--- src/rtl/edge_counter_sequencer.sv ---
// Drives an edge-counter controller through repeated gated count bins with one-cycle
// RESET/START/STOP/SAVE command words, and supplies a free-running 64-bit timestamp.
module edge_counter_sequencer #(
    parameter int WIN_WIDTH = 32,
    parameter int GAP_WIDTH = 32,
    parameter int BIN_WIDTH = 16
) (
    input  logic                 clk,
    input  logic                 reset,
    input  logic                 start,
    input  logic                 abort,
    input  logic [WIN_WIDTH-1:0] cfg_window,
    input  logic [BIN_WIDTH-1:0] cfg_bins,
    input  logic [GAP_WIDTH-1:0] cfg_gap,
    output logic [63:0]          cmd_out,
    output logic [63:0]          timestamp,
    output logic [BIN_WIDTH-1:0] bin_idx,
    output logic                 busy,
    output logic                 done,
    output logic                 aborted,
    output logic                 cfg_err
);

    typedef enum logic [3:0] {
        S_IDLE, S_CLR, S_ARM, S_GATE, S_STOP, S_SAVE, S_GAP, S_DONE, S_ABRT
    } state_t;

    localparam logic [63:0] CMD_START = 64'd1;
    localparam logic [63:0] CMD_STOP  = 64'd2;
    localparam logic [63:0] CMD_SAVE  = 64'd4;
    localparam logic [63:0] CMD_RESET = 64'd8;

    localparam logic [WIN_WIDTH-1:0] WIN_ONE = 1;
    localparam logic [GAP_WIDTH-1:0] GAP_ONE = 1;
    localparam logic [BIN_WIDTH-1:0] BIN_ONE = 1;

    state_t               state;
    state_t               next_state;
    logic [WIN_WIDTH-1:0] win_q;
    logic [BIN_WIDTH-1:0] bins_q;
    logic [GAP_WIDTH-1:0] gap_q;
    logic [WIN_WIDTH-1:0] gate_cnt;
    logic [GAP_WIDTH-1:0] gap_cnt;
    logic [63:0]          cmd_nxt;
    logic                 cfg_ok;
    logic                 last_bin;

    // start and abort are single-cycle pulses sampled on the rising clock edge; there is
    // no acknowledge, acceptance of start shows up as busy on the following cycle.
    always_comb begin
        next_state = state;
        cmd_nxt    = '0;
        cfg_ok     = (cfg_window != '0) && (cfg_bins != '0);
        last_bin   = (bin_idx == (bins_q - BIN_ONE));

        case (state)
            S_IDLE:         if (start && cfg_ok) next_state = S_CLR;
            S_CLR:          next_state = abort ? S_ABRT : S_ARM;
            S_ARM, S_GATE: begin
                if (abort)                   next_state = S_ABRT;
                else if (gate_cnt == WIN_ONE) next_state = S_STOP;
                else                          next_state = S_GATE;
            end
            S_STOP:         next_state = abort ? S_ABRT : S_SAVE;
            S_SAVE: begin
                if (abort)              next_state = S_ABRT;
                else if (last_bin)      next_state = S_DONE;
                else if (gap_q == '0)   next_state = S_CLR;
                else                    next_state = S_GAP;
            end
            S_GAP: begin
                if (abort)                  next_state = S_ABRT;
                else if (gap_cnt == GAP_ONE) next_state = S_CLR;
                else                         next_state = S_GAP;
            end
            S_DONE:         next_state = S_IDLE;
            S_ABRT:         next_state = S_IDLE;
            default:        next_state = S_IDLE;
        endcase

        // Outputs are registered, so the command is chosen from the state being entered.
        case (next_state)
            S_CLR:   cmd_nxt = CMD_RESET;
            S_ARM:   cmd_nxt = CMD_START;
            S_STOP:  cmd_nxt = CMD_STOP;
            S_SAVE:  cmd_nxt = CMD_SAVE;
            S_ABRT:  cmd_nxt = CMD_STOP;
            default: cmd_nxt = '0;
        endcase
    end

    always_ff @(posedge clk or negedge reset) begin
        if (!reset) begin
            state     <= S_IDLE;
            cmd_out   <= '0;
            timestamp <= '0;
            bin_idx   <= '0;
            busy      <= 1'b0;
            done      <= 1'b0;
            aborted   <= 1'b0;
            cfg_err   <= 1'b0;
            win_q     <= '0;
            bins_q    <= '0;
            gap_q     <= '0;
            gate_cnt  <= '0;
            gap_cnt   <= '0;
        end else begin
            state     <= next_state;
            cmd_out   <= cmd_nxt;
            timestamp <= timestamp + 64'd1;
            busy      <= (next_state != S_IDLE);
            done      <= (next_state == S_DONE);
            aborted   <= (state == S_ABRT);
            cfg_err   <= (state == S_IDLE) && start && !cfg_ok;

            if (state == S_IDLE && next_state == S_CLR) begin
                win_q   <= cfg_window;
                bins_q  <= cfg_bins;
                gap_q   <= cfg_gap;
                bin_idx <= '0;
            end else if (state == S_SAVE && (next_state == S_CLR || next_state == S_GAP)) begin
                bin_idx <= bin_idx + BIN_ONE;
            end

            // gate_cnt counts START plus the remaining gate cycles, so STOP lands window cycles later.
            if (next_state == S_ARM)
                gate_cnt <= win_q;
            else if (state == S_ARM || state == S_GATE)
                gate_cnt <= gate_cnt - WIN_ONE;

            if (state == S_SAVE && next_state == S_GAP)
                gap_cnt <= gap_q;
            else if (state == S_GAP)
                gap_cnt <= gap_cnt - GAP_ONE;
        end
    end

endmodule

--- config.mk ---
export PLATFORM = sky130hd
export DESIGN_NAME = edge_counter_sequencer
export DESIGN_NICKNAME = d
export VERILOG_FILES = /design/src/rtl/edge_counter_sequencer.sv
export SDC_FILE = /design/constraint.sdc
export NUM_CORES = 1
export LEC_CHECK = 0
export ABC_AREA = 1
export CAP_MARGIN = 10
export CELL_PAD_IN_SITES_DETAIL_PLACEMENT = 1
export CELL_PAD_IN_SITES_GLOBAL_PLACEMENT = 1
export CORE_MARGIN = 5
export CORE_UTILIZATION = 40
export DETAILED_ROUTE_END_ITERATION = 8
export PLACE_DENSITY_LB_ADDON = 0.1
export SYNTH_ARGS = -nofsm -noshare
export SYNTH_HDL_FRONTEND = slang
export SYNTH_SLANG_ARGS = --single-unit
--- constraint.sdc ---
create_clock -name clk -period 3 [get_ports clk]
set_clock_uncertainty 0.2 [all_clocks]
set_input_delay 0.6 -clock clk [delete_from_list [all_inputs] [get_ports clk]]
set_output_delay 0.6 -clock clk [all_outputs]
set_load 0.01 [all_outputs]
# Word level (Yosys, flattened, before mapping)
# Index checks and enable logic that the tools add are counted.
# Widths: inputs -> output; s select.
dict set report totals {
  register_bits 296
  in_bits 84
  out_inout_bits 148
  word_cells 73
}
dict set report classes {
  add_sub_neg 5
  n_eq_ne 17
  muxes 18
  reduce_logical 20
}
# operator count
set op_table {}
lappend op_table {{$mux 32} 4}
lappend op_table {{$add 64x1->64 const B} 1}
lappend op_table {{$eq 32x1->1 const B} 2}
lappend op_table {{$sub 32x1->32 const B} 2}
lappend op_table {{$logic_not 32->1} 1}
lappend op_table {{$mux 16} 2}
lappend op_table {{$reduce_bool 32->1} 1}
lappend op_table {{$eq 4x3->1 const B} 7}
lappend op_table {{$mux 4} 6}
lappend op_table {{$pmux 4 s6} 1}
lappend op_table {{$add 16x1->16 const B} 1}
lappend op_table {{$eq 16x16->1} 1}
lappend op_table {{$pmux 4 s4} 1}
lappend op_table {{$reduce_bool 16->1} 1}
lappend op_table {{$sub 16x1->16 const B} 1}
lappend op_table {{$eq 4x2->1 const B} 3}
lappend op_table {{$mux 3} 4}
lappend op_table {{$eq 4x1->1 const B} 2}
lappend op_table {{$eq 4x4->1 const B} 2}
lappend op_table {{$logic_and 1x1->1} 7}
lappend op_table {{$reduce_bool 2->1} 3}
lappend op_table {{$logic_not 4->1} 1}
lappend op_table {{$reduce_bool 4->1} 1}
lappend op_table {{$reduce_or 2->1} 2}
lappend op_table {{other kinds (2)} 3}

# Logic depth before layout (Yosys ltp)
dict set report depth {
  depth_word 10
  depth_mapped 21
  depth_no_buf 21
}

# Least setup slack after synthesis
# OpenSTA, ideal clock, no wires.
dict set report synth_path {
  path_type {reg-to-reg}
  startpoint {register bins_q[0]}
  endpoint {register gap_cnt[29]}
  setup_time_ps 139
  arrival_time_ps 2213
  t_required_ps 2661
  setup_slack_ps 447
  stages_incl_launch_ff 21
  n_path_buf 1
  synth_period_minus_slack_ps 2553
  cell_sequence {dfrtp_1 inv_1 ha_1 nand2_1 nor2_1 nand3_1 nand2_1 nand2_1 nand2_1 inv_1 nand2_1 nor2_1 nand3_1 nand2_1 a21oi_2 nand3_4 nand2_2 inv_2 buf_2 nand2_1 o211ai_1}
}
dict set report synth_between {
  elab_chain_cells 8
  word_cells_on_any_way 9
  classes_between {1 x add/sub; 2 x eq/ne; 4 x mux; 2 x reduce/logical}
}
# item line
set synth_rtl {}
lappend synth_rtl {{start, declared} 40} ;# logic [BIN_WIDTH-1:0] bins_q;
lappend synth_rtl {{start signal, assigned} 118} ;# bins_q <= cfg_bins;
lappend synth_rtl {{$sub 16x1->16 *} 54} ;# last_bin = (bin_idx == (bins_q - BIN_ONE));
lappend synth_rtl {{$eq 16x16->1 *} 54}
lappend synth_rtl {{$mux 3 *} 67} ;# else if (last_bin) next_state = S_DONE;
lappend synth_rtl {{$mux 4 *} 66} ;# if (abort) next_state = S_ABRT;
lappend synth_rtl {{$pmux 4 s6 *} 56} ;# case (state)
lappend synth_rtl {{$eq 4x3->1 *} 131} ;# if (state == S_SAVE && next_state == S_GAP)
lappend synth_rtl {{$logic_and 1x1->1 *} 131}
lappend synth_rtl {{$mux 32 or $reduce_bool 2->1 (tied branches)} n/a}
lappend synth_rtl {{end signal, assigned} 132} ;# gap_cnt <= gap_q;
lappend synth_rtl {{end signal, assigned} 134} ;# gap_cnt <= gap_cnt - GAP_ONE;
lappend synth_rtl {{end, declared} 43} ;# logic [GAP_WIDTH-1:0] gap_cnt;
# Every way passes the cells marked *; elsewhere a longest branch is shown, timed or not.
# A chain may end at the register's enable or synchronous reset.

# Worst setup path in the final report
dict set report layout_path {
  startpoint {register bins_q[3]}
  endpoint {register gap_cnt[12]}
}
dict set report layout_between {
  elab_chain_cells 8
  word_cells_on_any_way 9
  classes_between {1 x add/sub; 2 x eq/ne; 4 x mux; 2 x reduce/logical}
}
# item line
set layout_rtl {}
lappend layout_rtl {{$sub 16x1->16 *} 54}
lappend layout_rtl {{$eq 16x16->1 *} 54}
lappend layout_rtl {{$mux 3 *} 67}
lappend layout_rtl {{$mux 4 *} 66}
lappend layout_rtl {{$pmux 4 s6 *} 56}
lappend layout_rtl {{named net next_state[1]} 38} ;# state_t next_state;
lappend layout_rtl {{$eq 4x3->1 *} 131}
lappend layout_rtl {{$logic_and 1x1->1 *} 131}
lappend layout_rtl {{$mux 32 or $reduce_bool 2->1 (tied branches)} n/a}
# Mark *: on every way through the listed nets, which the timed path passes. The rest lies on a longest branch.

==> metrics.md <==
| Metric | Value |
|---|---|
| Final net count | ~1900 |
| VDD IR-drop max | ~480 uV |
| Die area | around 36000 sq um |
| Residual DRC | 0 |
| Via count | 11400 |
| Wire length per cell | about 17 um |
| Critical path endpoint category | register |
| Cells after synthesis | 1571 |
| Ant. Diodes | 0 |
| Synth Register Bits | ~240 |
| Seq pwr share | 0.416 |
| Die Y | 191 um |
| Cell Chain, Critical Path | nor2_2 -> nand2_2 -> nor2_4 -> buf_4 -> nand2_1 -> nand2_1 -> nand2_1 -> nor3_2 -> nand3_2 -> nand2_2 -> nand2_2 -> nand3_4 -> nand3_4 -> nand2_2 -> buf_4 -> o211ai_1 |
| Worst Setup Start Kind | register |
| Share of post-route cells with drive strength above 1 | 0.139 |
| Register area share after synthesis | 0.452 |
| Share of the synthesized area in the top cell type | 0.452 |
| Max stage delay cell, worst path | dfrtp_2 |
| All-Layer GR Usage | 0.211 |
| Met1 WL | about 17000 um |
| Hpwl dp | 29100 um |
| LEAKAGE | about 7.5 nW |
| Clk_lat worst skew | 0.55 ns |
| FMAX | ~350 MHz |
| Global-route wire length before repair | 63600 um |
| Fill cell count | between 3000 and 4000 |
| Post-DRT Antenna Nets | 0 |
| Slew @ Worst Pin | around 0.56 ns |
| Setup TNS | 0 ns |
| Ys Warns | 0 |
| Drt pass-1 iters | 6 |
| Crit path from | bins_q[3] |
| DR iter-0 viols | roughly 500 |
| Initial core utilization | 0.404 |
| Ranking of synthesized cells by area | dfrtp_1 (45%), nand2_1 (9.3%), xor2_1 (7.2%) |
| Period utilization | 0.959 |
| Rows | 66 |
| PD cells | between 600 and 700 nW/um^2 |
| Routed WL | slightly below 40000 um |
| Total core area | approximately 32000 sq um |
| Routed wl met2 | approximately 19000 um |
| Met3 WL post-DR | about 2000 um |
| CTS tree | yes |
| Async S/R FF share, synth | 1.00 |
| Final Hold Vio Count | 0 |
| CP Data Arrival Time | 3.10 ns |
| Total grt overflow | 0 |
| Tmin final | 2.88 ns |
| CTS Sinks | 236 |
| Commonest cells post-synth | nand2_1 (325), dfrtp_1 (236), inv_1 (194), nor2_1 (161), xor2_1 (108) |
| Leading area contributor after synthesis | dfrtp_1 |
| Clock transition at path regs | about 0.060 ns |
| WS Path Type | reg2reg |
| CTS Root Cell | clkbuf_16 |
| Post-synth EDFFs | 0 |
| Total power | between 10 and 15 mW |
| Switch Pwr | 3.87 mW |
| Initial antenna violation count | 5 |
| Clk pwr share | 0.292 |
| Routed vias/inst | between 4 and 5 |
| Required time of the critical path | roughly 3.2 ns |
| Bufs on Longest Clock Path | 3 |
| DP Worst Slack | -0.122 ns |
| Layout area overhead | 29.5% |
| Synth Area per Inst | ~8.3 sq um |
| Pins over their slew limit | 0 |
| Relative slew slack | 0.625 |
| CP max stage delay | 0.45 ns |
| Highest routed metal layer | met5 |
| Die width | about 190 um |
| Top Ports | roughly 230 |
| Synth Flop Type | dfrtp_1 |
| Setup ws final | ~0.12 ns |
| Gp weighted congestion | around 0.88 |
| Vias in the first global route | about 12000 |
| Mapped cell area | 13100 sq um |
| P_int | 7.29 mW |
| Most frequent cell after synthesis | nand2_1 |
| H-tree Lvls | 1 |
| Combinational share of power | 0.292 |
| Largest net degree at the start of global routing | slightly below 90 |
| CP Max Fanout | 11 |
| TritonCTS Buffers | 29 |
| IO buf count | 171 |
| Final setup viols | 0 |
| Crit path top cell by count | nand2_2 |
| Status | finished, final reports clean |
| R2r startpoint | bins_q[3] |
| Hold Crit Start | timestamp[0] |
| Sw Ratio | 0.347 |
| Worst hold path class | reg2reg |
| Max_cap viols | 0 |
| Unique masters post-synth | 45 |
cell families (layout without fill, tap and decap cells):
group | after synthesis | after routing | synth area share
mux | 40 | 40 | 0.0345
other cells | 1 | 60 | 0.000287
compound gates | 119 | 119 | 0.0564
fa+ha+maj | 7 | 7 | 0.00670
buf+inv | 294 | 528 | 0.104
simple gates | 739 | 739 | 0.255
xor+xnor | 135 | 135 | 0.0916
flops | 236 | 236 | 0.452
sequential cells by signal, summed over array words and instances (netlist names):
signal / count
state: 4
bin_idx: 16
gap_q: 32
gate_cnt: 32
cfg_err: 1
win_q: 32
bins_q: 16
aborted: 1
timestamp: 64
gap_cnt: 32
cmd_out: 4
busy: 1
done: 1
power groups by stage:
stage,logic [mW],registers [mW],clock network [mW]
final,3.25,4.65,3.26
after global placement,3.09,4.66,0
after CTS,3.24,4.64,3.37
after global routing,3.67,4.76,3.52
after floorplan,2.24,4.47,0
after detailed placement,3.22,4.68,0
layer usage:
| metal | vias up | global-route usage |
|---|---|---|
| li1 | 5540 | - |
| met1 | 5547 | 0.281 |
| met2 | 210 | 0.362 |
| met3 | 62 | 0.0388 |
| met4 | 10 | 0.0442 |
| met5 | - | 0 |
path summary, 6_finish.rpt:
check | endpoint | slack (ns) | cells after the start
min reg2reg | timestamp[0] | 0.26 | 1
min in group asynchronous | win_q[20] | 0.40 | 2
max | gap_cnt[12] | 0.12 | 16
max in group asynchronous | timestamp[40] | 1.41 | 3
min | timestamp[0] | 0.26 | 1
max reg2reg | gap_cnt[12] | 0.12 | 16
layout make-up:
class	count	area, sq um	share of cell area
Inverter	197	742	0.0439
Tap cell	442	553	0.0327
Sequential cell	236	5910	0.349
Timing Repair Buffer	281	2660	0.157
Clock inverter	12	70.1	0.00414
Clock buffer	38	810	0.0479
Multi-Input combinational cell	1100	6170	0.365
placed cells by master (no fill, tap or decap), types with 16 or more instances in the layout:
master,n
a21oi_1,16
buf_4,100
clkbuf_16,29
clkdlybuf4s50_1,170
conb_1,60
dfrtp_1,232
inv_1,193
mux2_2,40
nand2_1,320
nand3_1,69
nand4_1,70
nor2_1,144
nor2_2,17
nor3_1,46
nor4_1,27
o211ai_1,36
o21ai_0,49
xnor2_1,26
xor2_1,108
through the flow:
stage,area (sq um),utilization,std cells,hold slack (ns)
detailed placement,15800,0.489,2249,0.267
floorplan,13300,-,1630,0.104
finish,16900,0.523,2306,0.262
global route,16900,0.523,2306,0.300
CTS,16700,0.517,2300,0.278
global placement,15800,0.489,2249,0.265
worst max-delay path: cells and delay by family, from the launching register on:
family,cells,cell delay [ns]
AND/OR/NAND/NOR,13,1.61
flip-flops,1,0.45
AO/OA/AOI/OAI,1,0.11
buffers and inverters,2,0.37
repair_timing:
action | CTS | global route
gates resized for setup | 0 | 44
setup buffers | 0 | 6
setup endpoints to repair | 0 | 57
hold buffers | 1 | 0
endpoints found under the hold margin | 59 | 0
Note: power is estimated with default switching activity, not from simulation.
